==> src/rtl/alu_pkg.sv <==
// rtl/alu_pkg.sv - shared constants, op codes and FSM encoding for the ALU sharing controller
package alu_pkg;

    localparam int ALU_W   = 4;
    localparam int ALU_OPW = 3;

    localparam logic [2:0] OP_ADD = 3'b000;
    localparam logic [2:0] OP_SUB = 3'b001;
    localparam logic [2:0] OP_NOT = 3'b010;
    localparam logic [2:0] OP_AND = 3'b011;
    localparam logic [2:0] OP_OR  = 3'b100;
    localparam logic [2:0] OP_XOR = 3'b101;
    localparam logic [2:0] OP_NEZ = 3'b110;
    localparam logic [2:0] OP_EQ  = 3'b111;

    typedef enum logic [1:0] {
        IDLE = 2'd0,
        EXEC = 2'd1,
        RESP = 2'd2
    } state_e;

endpackage

==> src/rtl/alu_share_ctrl_if.sv <==
// rtl/alu_share_ctrl_if.sv - requester, shared-ALU and response signals of the sharing controller
import alu_pkg::*;

interface alu_share_ctrl_if #(
    parameter int W   = ALU_W,
    parameter int OPW = ALU_OPW
);
    logic           r0_valid;
    logic           r0_ready;
    logic [OPW-1:0] r0_op;
    logic [W-1:0]   r0_a;
    logic [W-1:0]   r0_b;

    logic           r1_valid;
    logic           r1_ready;
    logic [OPW-1:0] r1_op;
    logic [W-1:0]   r1_a;
    logic [W-1:0]   r1_b;

    logic [OPW-1:0] alu_op;
    logic [W-1:0]   alu_a;
    logic [W-1:0]   alu_b;
    logic [W-1:0]   alu_res;

    logic           resp_valid;
    logic           resp_ready;
    logic [W-1:0]   resp_data;
    logic           resp_id;

    // Controller side
    modport master (
        input  r0_valid, r0_op, r0_a, r0_b,
        output r0_ready,
        input  r1_valid, r1_op, r1_a, r1_b,
        output r1_ready,
        output alu_op, alu_a, alu_b,
        input  alu_res,
        output resp_valid, resp_data, resp_id,
        input  resp_ready
    );

    // Requesters, ALU and result consumer side
    modport slave (
        output r0_valid, r0_op, r0_a, r0_b,
        input  r0_ready,
        output r1_valid, r1_op, r1_a, r1_b,
        input  r1_ready,
        input  alu_op, alu_a, alu_b,
        output alu_res,
        input  resp_valid, resp_data, resp_id,
        output resp_ready
    );

endinterface

==> src/rtl/rr_arb2.sv <==
// rtl/rr_arb2.sv - two-way round-robin picker
module rr_arb2 (
    input  logic [1:0] req,
    input  logic       last_grant,
    output logic       gnt_valid,
    output logic       gnt_id
);

    // A lone requester always wins; on a tie the one not served last wins.
    always_comb begin
        gnt_valid = |req;
        if (req == 2'b11) begin
            gnt_id = ~last_grant;
        end else begin
            gnt_id = req[1];
        end
    end

endmodule

==> src/rtl/alu_share_ctrl.sv <==
// rtl/alu_share_ctrl.sv - shares one combinational ALU between two requesters
import alu_pkg::*;

module alu_share_ctrl #(
    parameter int W   = ALU_W,
    parameter int OPW = ALU_OPW
) (
    input  logic             clk,
    input  logic             rst_n,
    alu_share_ctrl_if.master bus
);

    state_e         state_q, state_d;
    logic [OPW-1:0] op_q, op_d;
    logic [W-1:0]   a_q, a_d;
    logic [W-1:0]   b_q, b_d;
    logic [W-1:0]   resp_data_q, resp_data_d;
    logic           resp_id_q, resp_id_d;
    logic           resp_valid_q, resp_valid_d;
    logic           last_grant_q, last_grant_d;

    logic           gnt_valid;
    logic           gnt_id;
    logic           accept;

    rr_arb2 u_arb (
        .req        ({bus.r1_valid, bus.r0_valid}),
        .last_grant (last_grant_q),
        .gnt_valid  (gnt_valid),
        .gnt_id     (gnt_id)
    );

    // Ready is only offered in IDLE, to the arbiter's pick, and never while reset is held.
    always_comb begin
        accept       = rst_n && (state_q == IDLE) && gnt_valid;
        bus.r0_ready = accept && !gnt_id;
        bus.r1_ready = accept && gnt_id;
    end

    // Next-state logic: latch operands on accept, capture the ALU result after EXEC, hold in RESP.
    always_comb begin
        state_d      = state_q;
        op_d         = op_q;
        a_d          = a_q;
        b_d          = b_q;
        resp_data_d  = resp_data_q;
        resp_id_d    = resp_id_q;
        resp_valid_d = resp_valid_q;
        last_grant_d = last_grant_q;
        case (state_q)
            IDLE: begin
                if (accept) begin
                    op_d         = gnt_id ? bus.r1_op : bus.r0_op;
                    a_d          = gnt_id ? bus.r1_a  : bus.r0_a;
                    b_d          = gnt_id ? bus.r1_b  : bus.r0_b;
                    resp_id_d    = gnt_id;
                    last_grant_d = gnt_id;
                    state_d      = EXEC;
                end
            end
            EXEC: begin
                resp_data_d  = bus.alu_res;
                resp_valid_d = 1'b1;
                state_d      = RESP;
            end
            RESP: begin
                if (bus.resp_ready) begin
                    resp_valid_d = 1'b0;
                    state_d      = IDLE;
                end
            end
            default: begin
                resp_valid_d = 1'b0;
                state_d      = IDLE;
            end
        endcase
    end

    // State and output registers; an asynchronous reset aborts any operation in flight.
    always_ff @(posedge clk or negedge rst_n) begin
        if (!rst_n) begin
            state_q      <= IDLE;
            op_q         <= '0;
            a_q          <= '0;
            b_q          <= '0;
            resp_data_q  <= '0;
            resp_id_q    <= 1'b0;
            resp_valid_q <= 1'b0;
            last_grant_q <= 1'b1;
        end else begin
            state_q      <= state_d;
            op_q         <= op_d;
            a_q          <= a_d;
            b_q          <= b_d;
            resp_data_q  <= resp_data_d;
            resp_id_q    <= resp_id_d;
            resp_valid_q <= resp_valid_d;
            last_grant_q <= last_grant_d;
        end
    end

    // The ALU always sees the operand register; responses come straight from their flops.
    always_comb begin
        bus.alu_op     = op_q;
        bus.alu_a      = a_q;
        bus.alu_b      = b_q;
        bus.resp_valid = resp_valid_q;
        bus.resp_data  = resp_data_q;
        bus.resp_id    = resp_id_q;
    end

endmodule

==> src/flat_wrapper.sv <==
// flat-port wrapper written by rule: the top's interface ports become plain ports
module alu_share_ctrl_flat 
#(
    parameter int W   = ALU_W,
    parameter int OPW = ALU_OPW
)
  (clk, rst_n, bus_r0_valid, bus_r0_op, bus_r0_a, bus_r0_b, bus_r0_ready, bus_r1_valid, bus_r1_op, bus_r1_a, bus_r1_b, bus_r1_ready, bus_alu_op, bus_alu_a, bus_alu_b, bus_alu_res, bus_resp_valid, bus_resp_data, bus_resp_id, bus_resp_ready);
  alu_share_ctrl_if #(.W(W), .OPW(OPW)) bus_i ();
  input  logic clk;
  input  logic rst_n;
  input wire logic [$bits(bus_i.r0_valid)-1:0] bus_r0_valid;
  input wire logic [$bits(bus_i.r0_op)-1:0] bus_r0_op;
  input wire logic [$bits(bus_i.r0_a)-1:0] bus_r0_a;
  input wire logic [$bits(bus_i.r0_b)-1:0] bus_r0_b;
  output wire logic [$bits(bus_i.r0_ready)-1:0] bus_r0_ready;
  input wire logic [$bits(bus_i.r1_valid)-1:0] bus_r1_valid;
  input wire logic [$bits(bus_i.r1_op)-1:0] bus_r1_op;
  input wire logic [$bits(bus_i.r1_a)-1:0] bus_r1_a;
  input wire logic [$bits(bus_i.r1_b)-1:0] bus_r1_b;
  output wire logic [$bits(bus_i.r1_ready)-1:0] bus_r1_ready;
  output wire logic [$bits(bus_i.alu_op)-1:0] bus_alu_op;
  output wire logic [$bits(bus_i.alu_a)-1:0] bus_alu_a;
  output wire logic [$bits(bus_i.alu_b)-1:0] bus_alu_b;
  input wire logic [$bits(bus_i.alu_res)-1:0] bus_alu_res;
  output wire logic [$bits(bus_i.resp_valid)-1:0] bus_resp_valid;
  output wire logic [$bits(bus_i.resp_data)-1:0] bus_resp_data;
  output wire logic [$bits(bus_i.resp_id)-1:0] bus_resp_id;
  input wire logic [$bits(bus_i.resp_ready)-1:0] bus_resp_ready;
  assign bus_i.r0_valid = bus_r0_valid;
  assign bus_i.r0_op = bus_r0_op;
  assign bus_i.r0_a = bus_r0_a;
  assign bus_i.r0_b = bus_r0_b;
  assign bus_r0_ready = bus_i.r0_ready;
  assign bus_i.r1_valid = bus_r1_valid;
  assign bus_i.r1_op = bus_r1_op;
  assign bus_i.r1_a = bus_r1_a;
  assign bus_i.r1_b = bus_r1_b;
  assign bus_r1_ready = bus_i.r1_ready;
  assign bus_alu_op = bus_i.alu_op;
  assign bus_alu_a = bus_i.alu_a;
  assign bus_alu_b = bus_i.alu_b;
  assign bus_i.alu_res = bus_alu_res;
  assign bus_resp_valid = bus_i.resp_valid;
  assign bus_resp_data = bus_i.resp_data;
  assign bus_resp_id = bus_i.resp_id;
  assign bus_i.resp_ready = bus_resp_ready;
  alu_share_ctrl #(.W(W), .OPW(OPW)) u_core (.clk(clk), .rst_n(rst_n), .bus(bus_i));
endmodule
==> config.mk <==
export PLATFORM = sky130hd
export DESIGN_NAME = alu_share_ctrl_flat
export DESIGN_NICKNAME = d
export VERILOG_FILES = /design/src/rtl/alu_pkg.sv /design/src/rtl/alu_share_ctrl_if.sv /design/src/rtl/rr_arb2.sv /design/src/rtl/alu_share_ctrl.sv /design/src/flat_wrapper.sv
export SDC_FILE = /design/constraint.sdc
export NUM_CORES = 1
export LEC_CHECK = 0
export ABC_AREA = 1
export BUFFER_PORTS_ARGS = -buffer_cell sky130_fd_sc_hd__buf_2
export CAP_MARGIN = 20
export CORE_MARGIN = 1
export CORE_UTILIZATION = 44
export DETAILED_ROUTE_END_ITERATION = 8
export GPL_ROUTABILITY_DRIVEN = 0
export PLACE_DENSITY = 0.78
export SYNTH_ARGS = -nofsm -noshare
export SYNTH_HDL_FRONTEND = slang
export SYNTH_SLANG_ARGS = --single-unit
==> constraint.sdc <==
create_clock -name clk -period 1.4 [get_ports clk]
set_input_delay 0.14 -clock clk [delete_from_list [all_inputs] [get_ports clk]]
set_output_delay 0.14 -clock clk [all_outputs]
set_load 0.01 [all_outputs]
==> flow_summary_export.csv <==
group,metric,value,unit
run_status,status,"completed",
floorplan,die-width,49.2,um
final_layout,syn_to_final_growth,38.5,%
worst_setup_path,crit_arrival,1240,ps
logic_synthesis,synth_top_area_frac,0.484,
logic_synthesis,ys_ff_latch,20,
power,power,0.00236,W
global_routing,grt_pass1_wl,3990,um
detailed_routing,vias_per_cell,4.67,
timing,slew_viol_final,0,
worst_setup_path,crit_chain,"nand2_2, nand2_4, inv_1, nor2_1, buf_2",
logic_synthesis,seq_area_frac_synth,0.511,
logic_synthesis,yosys.cell_count.top_type,"nand2_1",
power,p_leak,0.821,nW
final_layout,antennaDiodeCount,0,
hold_path,hp-start,"bus_resp_ready",
detailed_routing,route.detailed.drc,0,
worst_setup_path,start_kind,"flop",
worst_setup_path,crit_required,1260,ps
logic_synthesis,ys_top_cells_by_count,"nand2_1 (66), dfrtp_1 (19), nand3_1 (11), inv_1 (8)",
timing,hold_viol_final,0,
detailed_routing,drtIter0Drc,10,
worst_setup_path,cp_max_fo,4,
detailed_routing,vias,990,
floorplan,row_count,16,
clocking,path_clk_slew,120,ps
timing,fmax,0.727,GHz
floorplan,initial_core_util,0.486,
worst_setup_path,r2r_setup_slack,170,ps
final_layout,fillCellCount,186,
logic_synthesis,yosysWarnings,0,
timing,setup_violations,0,
worst_setup_path,crit_start,"u_core.last_grant_q$_DFFE_PN1P_",
worst_setup_path,endpoint_kind,"primary output",
logic_synthesis,syn_nets,158,
worst_setup_path,cp_slowest_cell,"dfstp_2",
timing,max_slew.worst_pin.slew,324,ps
logic_synthesis,avgSynthCellArea,7.73,um2
global_routing,grtUsageTotal,0.211,
detailed_routing,drtAntennaViolNets,0,
global_routing,grt_max_degree,15,
clocking,root_buffer,"clkbuf_4",
final_layout,final_nets,217,
timing,fin_crit_sh,0.982,
timing,period_minus_slack,1380,ps
place,place_ws,184,ps
power,p_per_area,1730,mW/mm2
floorplan,ios,50,
worst_setup_path,crit_family,"flip-flops",
floorplan,core_area,0.00202,mm2
floorplan,die-area,0.00243,mm2
logic_synthesis,netlist_area,982,um2
clocking,cts_tree,"done",
logic_synthesis,synth_cells,127,
timing,rsz0062_at_grt,"true",
clocking,htreeDepth,1,
hold_path,hold_class,"primary input to flop",
global_routing,grt_pass1_vias,925,
logic_synthesis,synth_cell_types,18,
power,max-vdd-ir-drop,0.934,mV
logic_synthesis,async_reset_ff_frac,1.00,
worst_setup_path,crit_path_max_incr_delay,560,ps
clocking,cts_buffers,3,
logic_synthesis,yosys-top-cells-area,"dfrtp_1 (48%), nand2_1 (25%), nand3_1 (5.6%)",
worst_setup_path,crit_type,"flop to primary output",
place,placed_area,0.00125,mm2
timing,max-slew-margin-rel,0.784,
detailed_routing,drt_pre_antenna_iters,5,
timing,fin_worst_skew,2.44,ps
final_layout,drive_gt1_frac,0.400,
worst_setup_path,r2r-start,"u_core.last_grant_q$_DFFE_PN1P_",
final_layout,design_area,0.00136,mm2
global_routing,antenna_found_initial,0,
place,port_buffers,49,
timing,setup_tns,0,ps
timing,setup_slack,24.6,ps
logic_synthesis,synth_edf_count,0,
worst_setup_path,path_buf_inv,2,
detailed_routing,wl,2270,um
logic_synthesis,synth_area_leader_cell,"dfrtp_1",
clocking,insertion_delay,300,ps
run,maxCapViolations,0,
detailed_routing,wl_per_cell,10.7,um
floorplan,die_y,49.2,um
place,hpwl,1660,um
logic_synthesis,synth_flop_cell,"dfrtp_1",
global_routing,grt_overflow,0,
clocking,cts.sinks,20,
clocking,clock_path_buffers,2,
timing repair:
item / in CTS / in global routing
hold buffers: 1 / 0
buffers inserted: 3 / 2
pin swaps: 4 / 1
endpoints found under the setup margin: 2 / 2
gates resized for setup: 3 / 1
endpoints found under the hold margin: 20 / 0
metal layers:
metal / vias up / global-route usage / part of all wire
met2: 42 / 0.365 / 0.51
met4: 0 / 0.0735 / 0.0044
met3: 2 / 0.0374 / 0.065
met1: 439 / 0.262 / 0.42
li1: 507 / - / -
met5: - / 0 / 0
layout make-up:
type / instances / area (um2) / area share
inverter: 9 / 33.8 / 0.0248
tap: 27 / 33.8 / 0.0248
multi-input combinational: 92 / 408 / 0.300
clock buffer: 3 / 22.5 / 0.0166
clock inverter: 1 / 30.0 / 0.0221
sequential: 20 / 502 / 0.369
timing repair buffer: 60 / 330 / 0.243
power by group:
group	leakage, nW	switching (W)	internal [W]	total [W]
Combinational	0.546	0.000512	0.000406	0.000918
Sequential	0.247	0.000132	0.000832	0.000965
Clock	0.0279	0.000184	0.000289	0.000473
Total	0.821	0.000828	0.00153	0.00236
worst register-to-register path, delay by kind of cell, from the launching register on:
family,cells,cell delay [ps]
flip-flops,1,560
AND/OR/NAND/NOR,6,380
buffers and inverters,2,270
state kept, by name (all words and copies together), names as in the netlist:
signal                 cells
u_core.bus.alu_b           4
u_core.bus.alu_op          3
u_core.bus.resp_valid      1
u_core.state_q             2
u_core.bus.resp_data       4
u_core.last_grant_q        1
u_core.bus.alu_a           4
u_core.bus.resp_id         1
cell families (layout without fill, tap and decap cells):
| family | count (synthesis) | in the layout | share of synthesized area |
|---|---|---|---|
| buffers and inverters | 15 | 73 | 0.0866 |
| AND/OR/NAND/NOR | 85 | 85 | 0.363 |
| AO/OA/AOI/OAI | 7 | 7 | 0.0395 |
| flip-flops | 20 | 20 | 0.511 |
cells in the final DEF (no fill, tap or decap), drive strengths merged:
master,instances
nand3,12
o21ai,7
clkbuf,3
inv,9
nor2,5
dlygate4sd3,1
bufinv,1
nand2,67
dfrtp,19
dfstp,1
buf,59
or2,1
worst paths after layout:
kind                                                        to  cells after the start
max                                               bus_r0_ready                      5
min                              u_core.state_q[1]$_DFFE_PN0P_                      2
max reg2reg                   u_core.bus.alu_op[2]$_DFFE_PN0P_                      8
min reg2reg                    u_core.last_grant_q$_DFFE_PN1P_                      2
max in group asynchronous  u_core.bus.resp_data[0]$_DFFE_PN0P_                      3
min in group asynchronous      u_core.bus.alu_a[3]$_DFFE_PN0P_                      2
through the flow:
step,cells,util,hold slack (ps)
3_3_place_gp,202,0.617,3.54
6_report,212,0.673,39.0
2_1_floorplan,127,-,-156
4_1_cts,210,0.663,30.5
3_5_place_dp,202,0.617,8.45
5_1_grt,212,0.673,47.4
(Power assumes the default switching activity.)
